`src/rtl/core_pkg.sv`:
```
// Shared types and constants for the pipelined RV32I core.
package core_pkg;

   typedef struct packed {
      logic [31:0] pc;
      logic [31:0] instr;
   } if_entry_t;

   localparam logic [31:0] RESET_PC_DEFAULT = 32'h0000_0000;
   localparam logic [31:0] INSTR_NOP        = 32'h0000_0013;

   function automatic logic [31:0] word_align(input logic [31:0] a);
      return a & ~32'd3;
   endfunction

endpackage

```
`src/rtl/if_fetch_stage_queue.sv`:
```
// Two-entry {pc, instr} FIFO between instruction fetch and decode.
// Flush has priority over push; a push into a full queue is taken only alongside a pop.
module if_queue
   import core_pkg::*;
(
   input  logic       i_clk,
   input  logic       i_rst,
   input  logic       i_flush,
   input  logic       i_push,
   input  if_entry_t  i_data,
   input  logic       i_pop,
   output logic [1:0] o_count,
   output if_entry_t  o_head
);

   if_entry_t  r_mem [2];
   logic       r_rd_ptr;
   logic       r_wr_ptr;
   logic [1:0] r_count;
   logic       w_push;
   logic       w_pop;

   assign w_pop  = i_pop && (r_count != 2'd0);
   assign w_push = i_push && ((r_count != 2'd2) || w_pop);

   always_ff @(posedge i_clk) begin
      if (i_rst) begin
         r_mem[0] <= '0;
         r_mem[1] <= '0;
         r_rd_ptr <= 1'b0;
         r_wr_ptr <= 1'b0;
         r_count  <= 2'd0;
      end else if (i_flush) begin
         r_rd_ptr <= 1'b0;
         r_wr_ptr <= 1'b0;
         r_count  <= 2'd0;
      end else begin
         if (w_push) begin
            r_mem[r_wr_ptr] <= i_data;
            r_wr_ptr        <= ~r_wr_ptr;
         end
         if (w_pop) begin
            r_rd_ptr <= ~r_rd_ptr;
         end
         r_count <= r_count + {1'b0, w_push} - {1'b0, w_pop};
      end
   end

   assign o_count = r_count;
   assign o_head  = r_mem[r_rd_ptr];

endmodule

```
`src/rtl/if_fetch_stage.sv`:
```
// Instruction-fetch stage: owns the PC, issues requests to a latency-1 imem and
// queues {pc, instr} for decode. Optional counters under IF_FETCH_STAGE_PERF_EN.
module if_fetch_stage
   import core_pkg::*;
#(
   parameter logic [31:0] RESET_PC = RESET_PC_DEFAULT
) (
   input  logic        i_clk,
   input  logic        i_rst,
   output logic        o_imem_req,
   output logic [31:0] o_imem_addr,
   input  logic [31:0] i_imem_rdata,
   input  logic        i_redirect,
   input  logic [31:0] i_redirect_pc,
   output logic        o_if_vld,
   output logic [31:0] o_if_pc,
   output logic [31:0] o_if_instr,
`ifdef IF_FETCH_STAGE_PERF_EN
   output logic [31:0] o_perf_fetched,
   output logic [31:0] o_perf_killed,
`endif
   input  logic        i_id_rdy
);

   logic [31:0] r_pc;
   logic [31:0] r_resp_pc;
   logic        r_inflight;
   logic        r_kill;

   logic [1:0]  w_count;
   if_entry_t   w_head;
   if_entry_t   w_resp_entry;
   logic        w_pop;
   logic        w_push;
   logic        w_req;
   logic [2:0]  w_credit;

   // Occupancy the queue will have after this cycle, counting the outstanding response.
   assign w_pop    = o_if_vld && i_id_rdy;
   assign w_credit = {1'b0, w_count} + {2'b0, r_inflight} - {2'b0, w_pop};
   assign w_req    = !i_rst && !i_redirect && (w_credit < 3'd2);
   assign w_push   = r_inflight && !r_kill;

   assign w_resp_entry.pc    = r_resp_pc;
   assign w_resp_entry.instr = i_imem_rdata;

   always_ff @(posedge i_clk) begin
      if (i_rst) begin
         r_pc       <= word_align(RESET_PC);
         r_resp_pc  <= 32'd0;
         r_inflight <= 1'b0;
         r_kill     <= 1'b0;
      end else if (i_redirect) begin
         r_pc       <= word_align(i_redirect_pc);
         r_inflight <= 1'b0;
         r_kill     <= r_inflight;
      end else begin
         r_inflight <= w_req;
         r_kill     <= 1'b0;
         if (w_req) begin
            r_pc      <= r_pc + 32'd4;
            r_resp_pc <= r_pc;
         end
      end
   end

   if_queue u_queue (
      .i_clk   (i_clk),
      .i_rst   (i_rst),
      .i_flush (i_redirect),
      .i_push  (w_push),
      .i_data  (w_resp_entry),
      .i_pop   (w_pop),
      .o_count (w_count),
      .o_head  (w_head)
   );

`ifdef IF_FETCH_STAGE_PERF_EN
   logic [31:0] r_perf_fetched;
   logic [31:0] r_perf_killed;

   // A response is lost either to a pending kill or to a flush landing on its arrival cycle.
   always_ff @(posedge i_clk) begin
      if (i_rst) begin
         r_perf_fetched <= 32'd0;
         r_perf_killed  <= 32'd0;
      end else begin
         if (w_pop) begin
            r_perf_fetched <= r_perf_fetched + 32'd1;
         end
         if (r_inflight && (r_kill || i_redirect)) begin
            r_perf_killed <= r_perf_killed + 32'd1;
         end
      end
   end

   assign o_perf_fetched = r_perf_fetched;
   assign o_perf_killed  = r_perf_killed;
`endif

   assign o_imem_req  = w_req;
   assign o_imem_addr = r_pc;
   assign o_if_vld    = (w_count != 2'd0) && !i_redirect;
   assign o_if_pc     = w_head.pc;
   assign o_if_instr  = w_head.instr;

endmodule

```
`config.mk`:
```
export PLATFORM = sky130hd
export DESIGN_NAME = if_fetch_stage
export DESIGN_NICKNAME = d
export VERILOG_FILES = /design/src/rtl/core_pkg.sv /design/src/rtl/if_fetch_stage_queue.sv /design/src/rtl/if_fetch_stage.sv
export SDC_FILE = /design/constraint.sdc
export NUM_CORES = 1
export LEC_CHECK = 0
export BUFFER_PORTS_ARGS = -buffer_cell sky130_fd_sc_hd__buf_4
export CORE_ASPECT_RATIO = 0.75
export CORE_MARGIN = 1.5
export CORE_UTILIZATION = 56
export CTS_BUF_LIST = sky130_fd_sc_hd__clkbuf_16
export CTS_CLUSTER_SIZE = 12
export DETAILED_ROUTE_END_ITERATION = 12
export PLACE_DENSITY = 0.81
export SETUP_SLACK_MARGIN = 0.05
export SYNTH_ARGS = -nofsm -noshare
export SYNTH_HDL_FRONTEND = slang
export SYNTH_HIERARCHICAL = 1
export SYNTH_SLANG_ARGS = --single-unit
```
`constraint.sdc`:
```
create_clock -name i_clk -period 6.8 [get_ports i_clk]
set_clock_uncertainty 0.05 [all_clocks]
set_input_delay 2.04 -clock i_clk [delete_from_list [all_inputs] [get_ports i_clk]]
set_output_delay 2.04 -clock i_clk [all_outputs]
set_load 0.005 [all_outputs]
```
# Word level (Yosys, flattened, before mapping)
# Memories as Yosys holds them, arrays and structs flattened. A register that Yosys moved wholly into a read port is not among the register bits.
# Cells that the tools add are included.
# totals
latchBits	0
romBits	0
memories	1
ram_bits	128
register_bits	70
elab_cells	49
# memory_table
memory	depth	width	read_ports	rd_ports_with_merged_regs	write_ports	line_no	rtl
u_queue.r_mem	2	64	1	1	2	if_fetch_stage_queue.sv:16	if_entry_t r_mem [2];
# classes
reduce_logical	17
mux	13
addsub	5
order_cmp	1
n_shift	0
n_bitwise	3
n_eq_ne	1
multipliers	0
n_div	0
# ops
op	count
32-bit 2-to-1 mux	2
64-bit 2-to-1 mux	1
64-bit OR reduction	1
32-bit by 3-bit adder with 32-bit output, second input constant	1
1-bit 2-to-1 mux	10
1-bit logical AND	7
2-bit nonzero test	2
2-bit OR reduction	2
2-bit by 1-bit adder with 3-bit output	1
1-bit zero test	3
3-bit by 2-bit less-than comparator with 1-bit output, second input constant	1
1-bit inverter	3
3-bit by 1-bit subtractor with 3-bit output	1
2-bit by 1-bit adder with 2-bit output	1
2-bit != test, second input constant	1
2-bit AND reduction	1
2-bit by 1-bit subtractor with 2-bit output	1
1-bit logical OR	1

# Longest topological paths before layout
# Gate-level depths: netlist (run 1).
# depth
ltp_word	12
mapped_depth	14
mapped_depth_nobuf	12

# Modules after synthesis
# Netlist (run 1), hierarchy kept.
# by_module_without_submodules
module	instances	seq_area_each_um2	area_per_inst_um2	cells_each
if_queue	1	3943.8	5913.2	367
if_fetch_stage	1	1241.2	2849.0	363

# Worst setup path before layout (run 1)
# No wires, ideal clock.
# synth_timing
path_type	in2out
from	input port i_redirect
to	output port o_imem_req
cell_stages	12
path_buffers	4
slack_ns	0.083
required_time_ns	4.710
arrival_ns	4.627
path_cell_list	clkbuf_1 -> nor2_1 -> and2_1 -> ha_1 -> nand2b_1 -> fa_1 -> clkbuf_1 -> inv_1 -> or3_1 -> buf_2 -> clkinv_2 -> clkbuf_1
# synth_between
elab_chain_cells	6
elab_cells_between_ends	7
cone_classes	1 x add/sub; 1 x order compare; 5 x reduce/logical
# synth_lines
element	line_no	rtl
start, declared	if_fetch_stage.sv:13	input logic i_redirect,
1-bit zero test	if_fetch_stage.sv:103	assign o_if_vld = (w_count != 2'd0) && !i_redirect;
1-bit logical AND	if_fetch_stage.sv:103	
named net o_if_vld	if_fetch_stage.sv:15	output logic o_if_vld,
1-bit logical AND	if_fetch_stage.sv:39	assign w_pop = o_if_vld && i_id_rdy;
named net w_pop	if_fetch_stage.sv:33	logic w_pop;
3-bit by 1-bit subtractor with 3-bit output	if_fetch_stage.sv:40	assign w_credit = {1'b0, w_count} + {2'b0, r_inflight} - {2'b0, w_pop};
3-bit by 2-bit less-than comparator with 1-bit output	if_fetch_stage.sv:41	assign w_req = !i_rst && !i_redirect && (w_credit < 3'd2);
1-bit logical AND	if_fetch_stage.sv:41	
end, declared	if_fetch_stage.sv:10	output logic o_imem_req,
# The timed path passes the listed nets, and every way through them passes these cells.

# Worst setup path in the final report (run 1)
# layout_timing
from	input port i_redirect
to	output port o_imem_req
# layout_between
elab_chain_cells	6
elab_cells_between_ends	7
cone_classes	1 x add/sub; 1 x order compare; 5 x reduce/logical
# layout_lines
element	line_no
1-bit zero test	if_fetch_stage.sv:103
1-bit logical AND	if_fetch_stage.sv:103
1-bit logical AND	if_fetch_stage.sv:39
named net w_pop	if_fetch_stage.sv:33
3-bit by 1-bit subtractor with 3-bit output	if_fetch_stage.sv:40
3-bit by 2-bit less-than comparator with 1-bit output	if_fetch_stage.sv:41
1-bit logical AND	if_fetch_stage.sv:41
# The timed path passes the listed nets, and every way through them passes these cells.

==> impl_metrics.yaml, run 1 <==
timing:
  holdWs_ns: 0.419
  setup_viol: 0
  max_freq_mhz: 157
  slew_violations: 0
  min_period_ns: 6.35
  finalHoldViolCount: 0
  worst_slew_pin_slew_ns: 0.924
  rsz0062_at_grt: "false"
  max_slew_margin: 0.380
  finalSetupTns_ns: 0
  fin_crit_sh: 0.934
synth:
  ys_top_cells_by_area: "edfxtp_1, dfxtp_1, mux2_2, and2_1, nand2_1"
  synth-seq-cells: 195
  ys_types: 53
  ys_top_cells_by_count: "edfxtp_1, and2_1, nand2_1"
  synth_area_um2: 8760
  ys.flop_type: "edfxtp_1"
  synth_warnings: 6
  async_flop_share: 0
  post-synth-top-count-cell: "edfxtp_1"
  synth_enable_flop_cells: 128
  synth_top_area_share: 0.439
  synth_top_area_cell: "edfxtp_1"
  syn_inst: 730
  ys_seq_area_frac: 0.592
  synth_area_per_cell_um2: 12.0
place:
  dp_hpwl_mm: 12.2
  gp_congestion: 0.886
  portBuffers: 161
cts:
  cts-buffers-inserted: 17
  ctsResizeCount: 0
  cts_buffer_depth: 2
  cts_setup_buffers: 0
  hold_buffers: 0
  tritoncts: "done"
  clk_latency_ns: 0.43
  cts_sinks: 195
  h-tree-depth: 4
  clockRootBuffer: "clkbuf_16"
  path_clk_slew_ns: 0.07
setup_path:
  cp_top_family: "adder cells"
  worstPathArrival_ns: 4.26
  max_stage_delay_ns: 0.66
  crit_required_ns: 4.71
  cpMaxStageDelayCell: "fa_1"
  critPathKind: "in2out"
  start_kind: "input port"
  endpoint_kind: "primary output"
  crit_chain: "buf_4, nor2_1, and2_1, ha_1, nand2b_1, fa_1, inv_1, or3_1, clkinv_2, buf_4"
  worstPathMaxFanout: 8
  critPathBufInv: 4
  crit_top_cell: "buf_4"
floorplan:
  coreArea_um2: 15300
  die_w_um: 147
  die_h_um: 111
  initial_core_util: 0.574
  die_area_um2: 16400
  io_pins: 166
  placementRows: 39
hold_path:
  hold_class: "reg2reg"
status:
  status: "complete, no violations"
finish:
  area_delta_synth_final_pct: 20.6
  drive_gt1_frac: 0.353
  fin_nets: 950
  final_core_util: 0.692
  n_antenna_cell: 0
route:
  ant_nets: 0
  drt_first_pass_iters: 5
  detail_route.iter0.violations: 453
  vias: 6089
  drc_errors: 0
  drt-wirelength-per-cell_um: 17.2
  vias_per_cell: 5.56
  routed_wl_mm: 18.8
power:
  p_leak_nw: 4.15
  powerDensity_nw_per_um2: 233
  peakVddDrop_uv: 137
grt:
  grt_pass1_vias: 5998
  grt_usage: 0.237
  antenna_found_initial: 0
  grt_pass1_wl_mm: 30.1
  grt_max_degree: 67
  grt-ovfl-total: 0
flow_run:
  maxCapViolations: 0
[logic make-up after synthesis]
logic type,synth area share
DFF,0.592
buffers and inverters,0.0370
adders and majority gates,0.00800
AOI/OAI and AO/OA,0.0541
xor gates and xnor gates,0.0200
muxes,0.0858
and+or+nand+nor,0.203
other,0.000428
[power breakdown]
part	internal [W]	total, W	leakage, nW	switching [W]
clock network	0.000493	0.000925	0.274	0.000432
registers	0.00131	0.00134	1.87	0.0000342
logic	0.000100	0.000197	2.00	0.0000970
total	0.00190	0.00247	4.15	0.000563
[sequential cells by signal, indices dropped and copies added (netlist names), named ones only]
register          count
r_resp_pc            30
u_queue/r_rd_ptr      1
r_kill                1
u_queue/r_mem       128
u_queue/r_wr_ptr      1
o_imem_addr          30
r_inflight            1
u_queue/o_count       2
[per-layer routing]
layer | share of wire | GRT usage | vias to the layer above
met5 | 0 | 0 | -
met3 | 0.094 | 0.0582 | 26
li1 | - | - | 2859
met2 | 0.47 | 0.373 | 300
met4 | 0.013 | 0.0740 | 0
met1 | 0.43 | 0.325 | 2904
[layout make-up]
| type | instances | area, µm² |
|---|---|---|
| Sequential cell | 195 | 5190 |
| Fill cell | 1112 | 4710 |
| Multi-Input combinational cell | 485 | 3270 |
| Timing Repair Buffer | 168 | 1260 |
| Clock buffer | 18 | 450 |
| Tap cell | 205 | 256 |
| Clock inverter | 14 | 101 |
| Inverter | 10 | 38.8 |
[path summary, 6_finish.rpt]
| kind | start | to | slack [ns] | cells after the start |
|---|---|---|---|---|
| max reg2reg | u_queue/o_count[1] | o_imem_addr[24] | 2.92 | 13 |
| min | r_resp_pc[19] | r_resp_pc[19] | 0.42 | 2 |
| max | i_redirect | o_imem_req | 0.45 | 10 |
| min reg2reg | r_resp_pc[19] | r_resp_pc[19] | 0.42 | 2 |
[worst min-delay path: stages (launching register included)]
cell and delay, ns:
dfxtp_1 0.32, nand2_1 0.05, a21oi_1 0.05
[placed cells by master, fill, tap and decap left out, drive strengths merged, types with 2 or more instances in the layout]
cell	synthesis	routed
a211oi	7	7
a21oi	45	45
a31oi	7	7
and2	135	135
and3	3	3
and4	5	5
buf	21	168
clkbuf	24	18
clkinv	2	8
clkinvlp	0	2
conb	1	6
dfxtp	67	67
edfxtp	128	128
ha	4	4
inv	8	14
mux2	65	65
mux2i	2	2
nand2	95	95
nand3	16	16
nand4	6	6
nor2	14	14
nor3	8	8
nor4	9	9
o211ai	3	3
o21ai	3	3
o22ai	2	2
o311ai	6	6
or2	4	4
or3	3	3
or4	4	4
xnor2	18	18
xor2	2	2
[per-stage QoR]
| stage | worst slack [ns] | std cells | cell area, µm² | total power, W |
|---|---|---|---|---|
| after floorplan | 0.0834 | 735 | 8780 | 0.00145 |
| after global placement | 0.465 | 1063 | 10000 | 0.00156 |
| after detailed placement | 0.483 | 1063 | 10000 | 0.00157 |
| after CTS | 0.447 | 1095 | 10600 | 0.00249 |
| after global routing | 0.373 | 1095 | 10600 | 0.00255 |
| final | 0.446 | 1095 | 10600 | 0.00247 |
Note: power is estimated with default switching activity, not from simulation.
==> inputs of run 2 (changes only) <==
ABC_AREA = 1   (was default)
PLACE_DENSITY = 0.8   (was 0.81)
==> impl_metrics.yaml, run 2 <==
route:
  drt_first_pass_iters: 5
  vias: 6874
  detail_route.iter0.violations: 485
  vias_per_cell: 5.20
  drc_errors: 0
  routed_wl_mm: 19.9
  drt-wirelength-per-cell_um: 15.0
  ant_nets: 0
cts:
  ctsResizeCount: 0
  clk_latency_ns: 0.43
  cts_buffer_depth: 2
  cts-buffers-inserted: 17
  cts_sinks: 195
  path_clk_slew_ns: 0.07
  cts_setup_buffers: 0
  tritoncts: "done"
  clockRootBuffer: "clkbuf_16"
  h-tree-depth: 4
  hold_buffers: 0
place:
  placed_area_um2: 10500
  gp_congestion: 0.933
  portBuffers: 161
  dp_hpwl_mm: 13.0
grt:
  grt_usage: 0.240
  grt_pass1_vias: 6354
  antenna_found_initial: 0
  grt_max_degree: 67
  grt_pass1_wl_mm: 31.5
  grt-ovfl-total: 0
setup_path:
  endpoint_kind: "primary output"
  crit_chain: "buf_4, a21oi_1, and2_1, ha_1, or2_2, fa_1, inv_1, nor2_4, nand2_4, inv_2, buf_4"
  critPathKind: "in2out"
  cpMaxStageDelayCell: "fa_1"
  startpoint: "i_redirect"
  worstPathMaxFanout: 3
  critPathBufInv: 4
  crit_required_ns: 4.71
  start_kind: "input port"
  cp_top_family: "adder cells"
  crit_top_cell: "buf_4"
  worstPathArrival_ns: 3.91
  timing.rr.start: "u_queue/o_count[1]"
  max_stage_delay_ns: 0.48
timing:
  rsz0062_at_grt: "false"
  max_slew_margin: 0.275
  worst_slew_pin_slew_ns: 1.09
  max_freq_mhz: 167
  slew_violations: 0
  min_period_ns: 6.00
  fin_crit_sh: 0.883
  setup_viol: 0
  finalSetupTns_ns: 0
  finalHoldViolCount: 0
finish:
  fin_nets: 1172
  layout_common_cells: "nor2_1, buf_4, inv_1"
  area_delta_synth_final_pct: 20.0
  final_area_um2: 11100
  largest_reg_flops: 128
  largest_register: "u_queue/r_mem"
  fillCellCount: 1267
  n_antenna_cell: 0
  final_common_cell: "nor2_1"
  drive_gt1_frac: 0.299
synth:
  ys_top_cells_by_count: "nor2_1, inv_1, edfxtp_1, nand2_1, dfxtp_1"
  synth_enable_flop_cells: 128
  async_flop_share: 0
  ys_seq_area_frac: 0.563
  ys_types: 37
  synth_area_um2: 9210
  synth_area_per_cell_um2: 9.67
  ys_top_cells_by_area: "edfxtp_1, dfxtp_1, mux2_2, nor2_1, inv_1"
  synth-seq-cells: 195
  post-synth-top-count-cell: "nor2_1"
  ys.flop_type: "edfxtp_1"
  synth_top_area_share: 0.417
  syn_inst: 953
  synth_warnings: 6
  synth_top_area_cell: "edfxtp_1"
floorplan:
  initial_core_util: 0.574
  placementRows: 40
  die_h_um: 114
  die_area_um2: 17200
  io_pins: 166
  die_w_um: 151
  coreArea_um2: 16100
power:
  peakVddDrop_uv: 181
  powerDensity_nw_per_um2: 237
  p_leak_nw: 4.64
status:
  status: "complete, no violations"
hold_path:
  hold_class: "reg2reg"
  worstHoldStart: "r_inflight"
flow_run:
  maxCapViolations: 0
-- run 2: cell count changes after synthesis, sizes merged, moves of 6 or more --
cell    change
a21oi      -16
and2      -132
buf        +15
clkbuf     -16
inv       +130
nand2      +41
nand3      +24
nor2      +200
nor4        -9
o21ai      +32
o311ai      -6
xnor2      -18
-- run 2: final timing paths --
check | end | slack [ns] | cells past startpoint
min | r_kill | 0.42 | 2
max | o_imem_req | 0.80 | 11
min reg2reg | r_kill | 0.42 | 2
max reg2reg | u_queue/r_mem[0][44] | 3.32 | 7
-- run 2: cells by family (layout without fill, tap and decap cells) --
| logic type | Yosys count | in the layout | synth area share |
|---|---|---|---|
| AO/OA/AOI/OAI | 84 | 84 | 0.0547 |
| XOR/XNOR | 6 | 6 | 0.00570 |
| adder cells (fa/ha/maj) | 5 | 5 | 0.00760 |
| buffers and inverters | 182 | 338 | 0.0917 |
| flip-flops | 195 | 195 | 0.563 |
| multiplexers | 64 | 64 | 0.0782 |
| other | 1 | 4 | 0.000407 |
| AND/OR/NAND/NOR | 416 | 416 | 0.199 |
-- run 2: final cells by class --
type | instances | area [µm²] | area share
Tap cell | 210 | 263 | 0.0238
Inverter | 138 | 518 | 0.0468
Multi-Input combinational cell | 579 | 3230 | 0.292
Clock inverter | 15 | 178 | 0.0161
Clock buffer | 17 | 425 | 0.0385
Sequential cell | 195 | 5190 | 0.469
Timing Repair Buffer | 168 | 1260 | 0.114
-- run 2: report_power, final --
group | internal (W) | switching, W | total, W
Clock | 0.000583 | 0.000449 | 0.00103
Sequential | 0.00132 | 0.0000321 | 0.00135
Combinational | 0.000107 | 0.000132 | 0.000239
-- run 2: tightest hold or removal path, cell delays in order (launching register included) --
cell and delay (ns):
dfxtp_1 0.30, inv_1 0.09, nor3_1 0.05
-- run 2: stage by stage --
| stage | hold slack, ns | util | setup slack (ns) | cells | total power (W) |
|---|---|---|---|---|---|
| finish | 0.424 | 0.688 | 0.796 | 1322 | 0.00262 |
| global route | 0.453 | 0.688 | 0.695 | 1322 | 0.00272 |
| global placement | 0.397 | 0.651 | 0.804 | 1290 | 0.00161 |
| detailed placement | 0.404 | 0.651 | 0.796 | 1290 | 0.00161 |
| floorplan | 0.378 | - | 0.534 | 956 | 0.00150 |
| CTS | 0.425 | 0.688 | 0.790 | 1322 | 0.00264 |
-- run 2: metal layers --
layer / part of all wire / routed length [µm] / up-vias / track usage
li1: - / - / 3371 / -
met1: 0.44 / 8700 / 3206 / 0.329
met2: 0.47 / 9250 / 269 / 0.378
met3: 0.081 / 1620 / 28 / 0.0554
met4: 0.016 / 315 / 0 / 0.0790
met5: 0 / 0 / - / 0
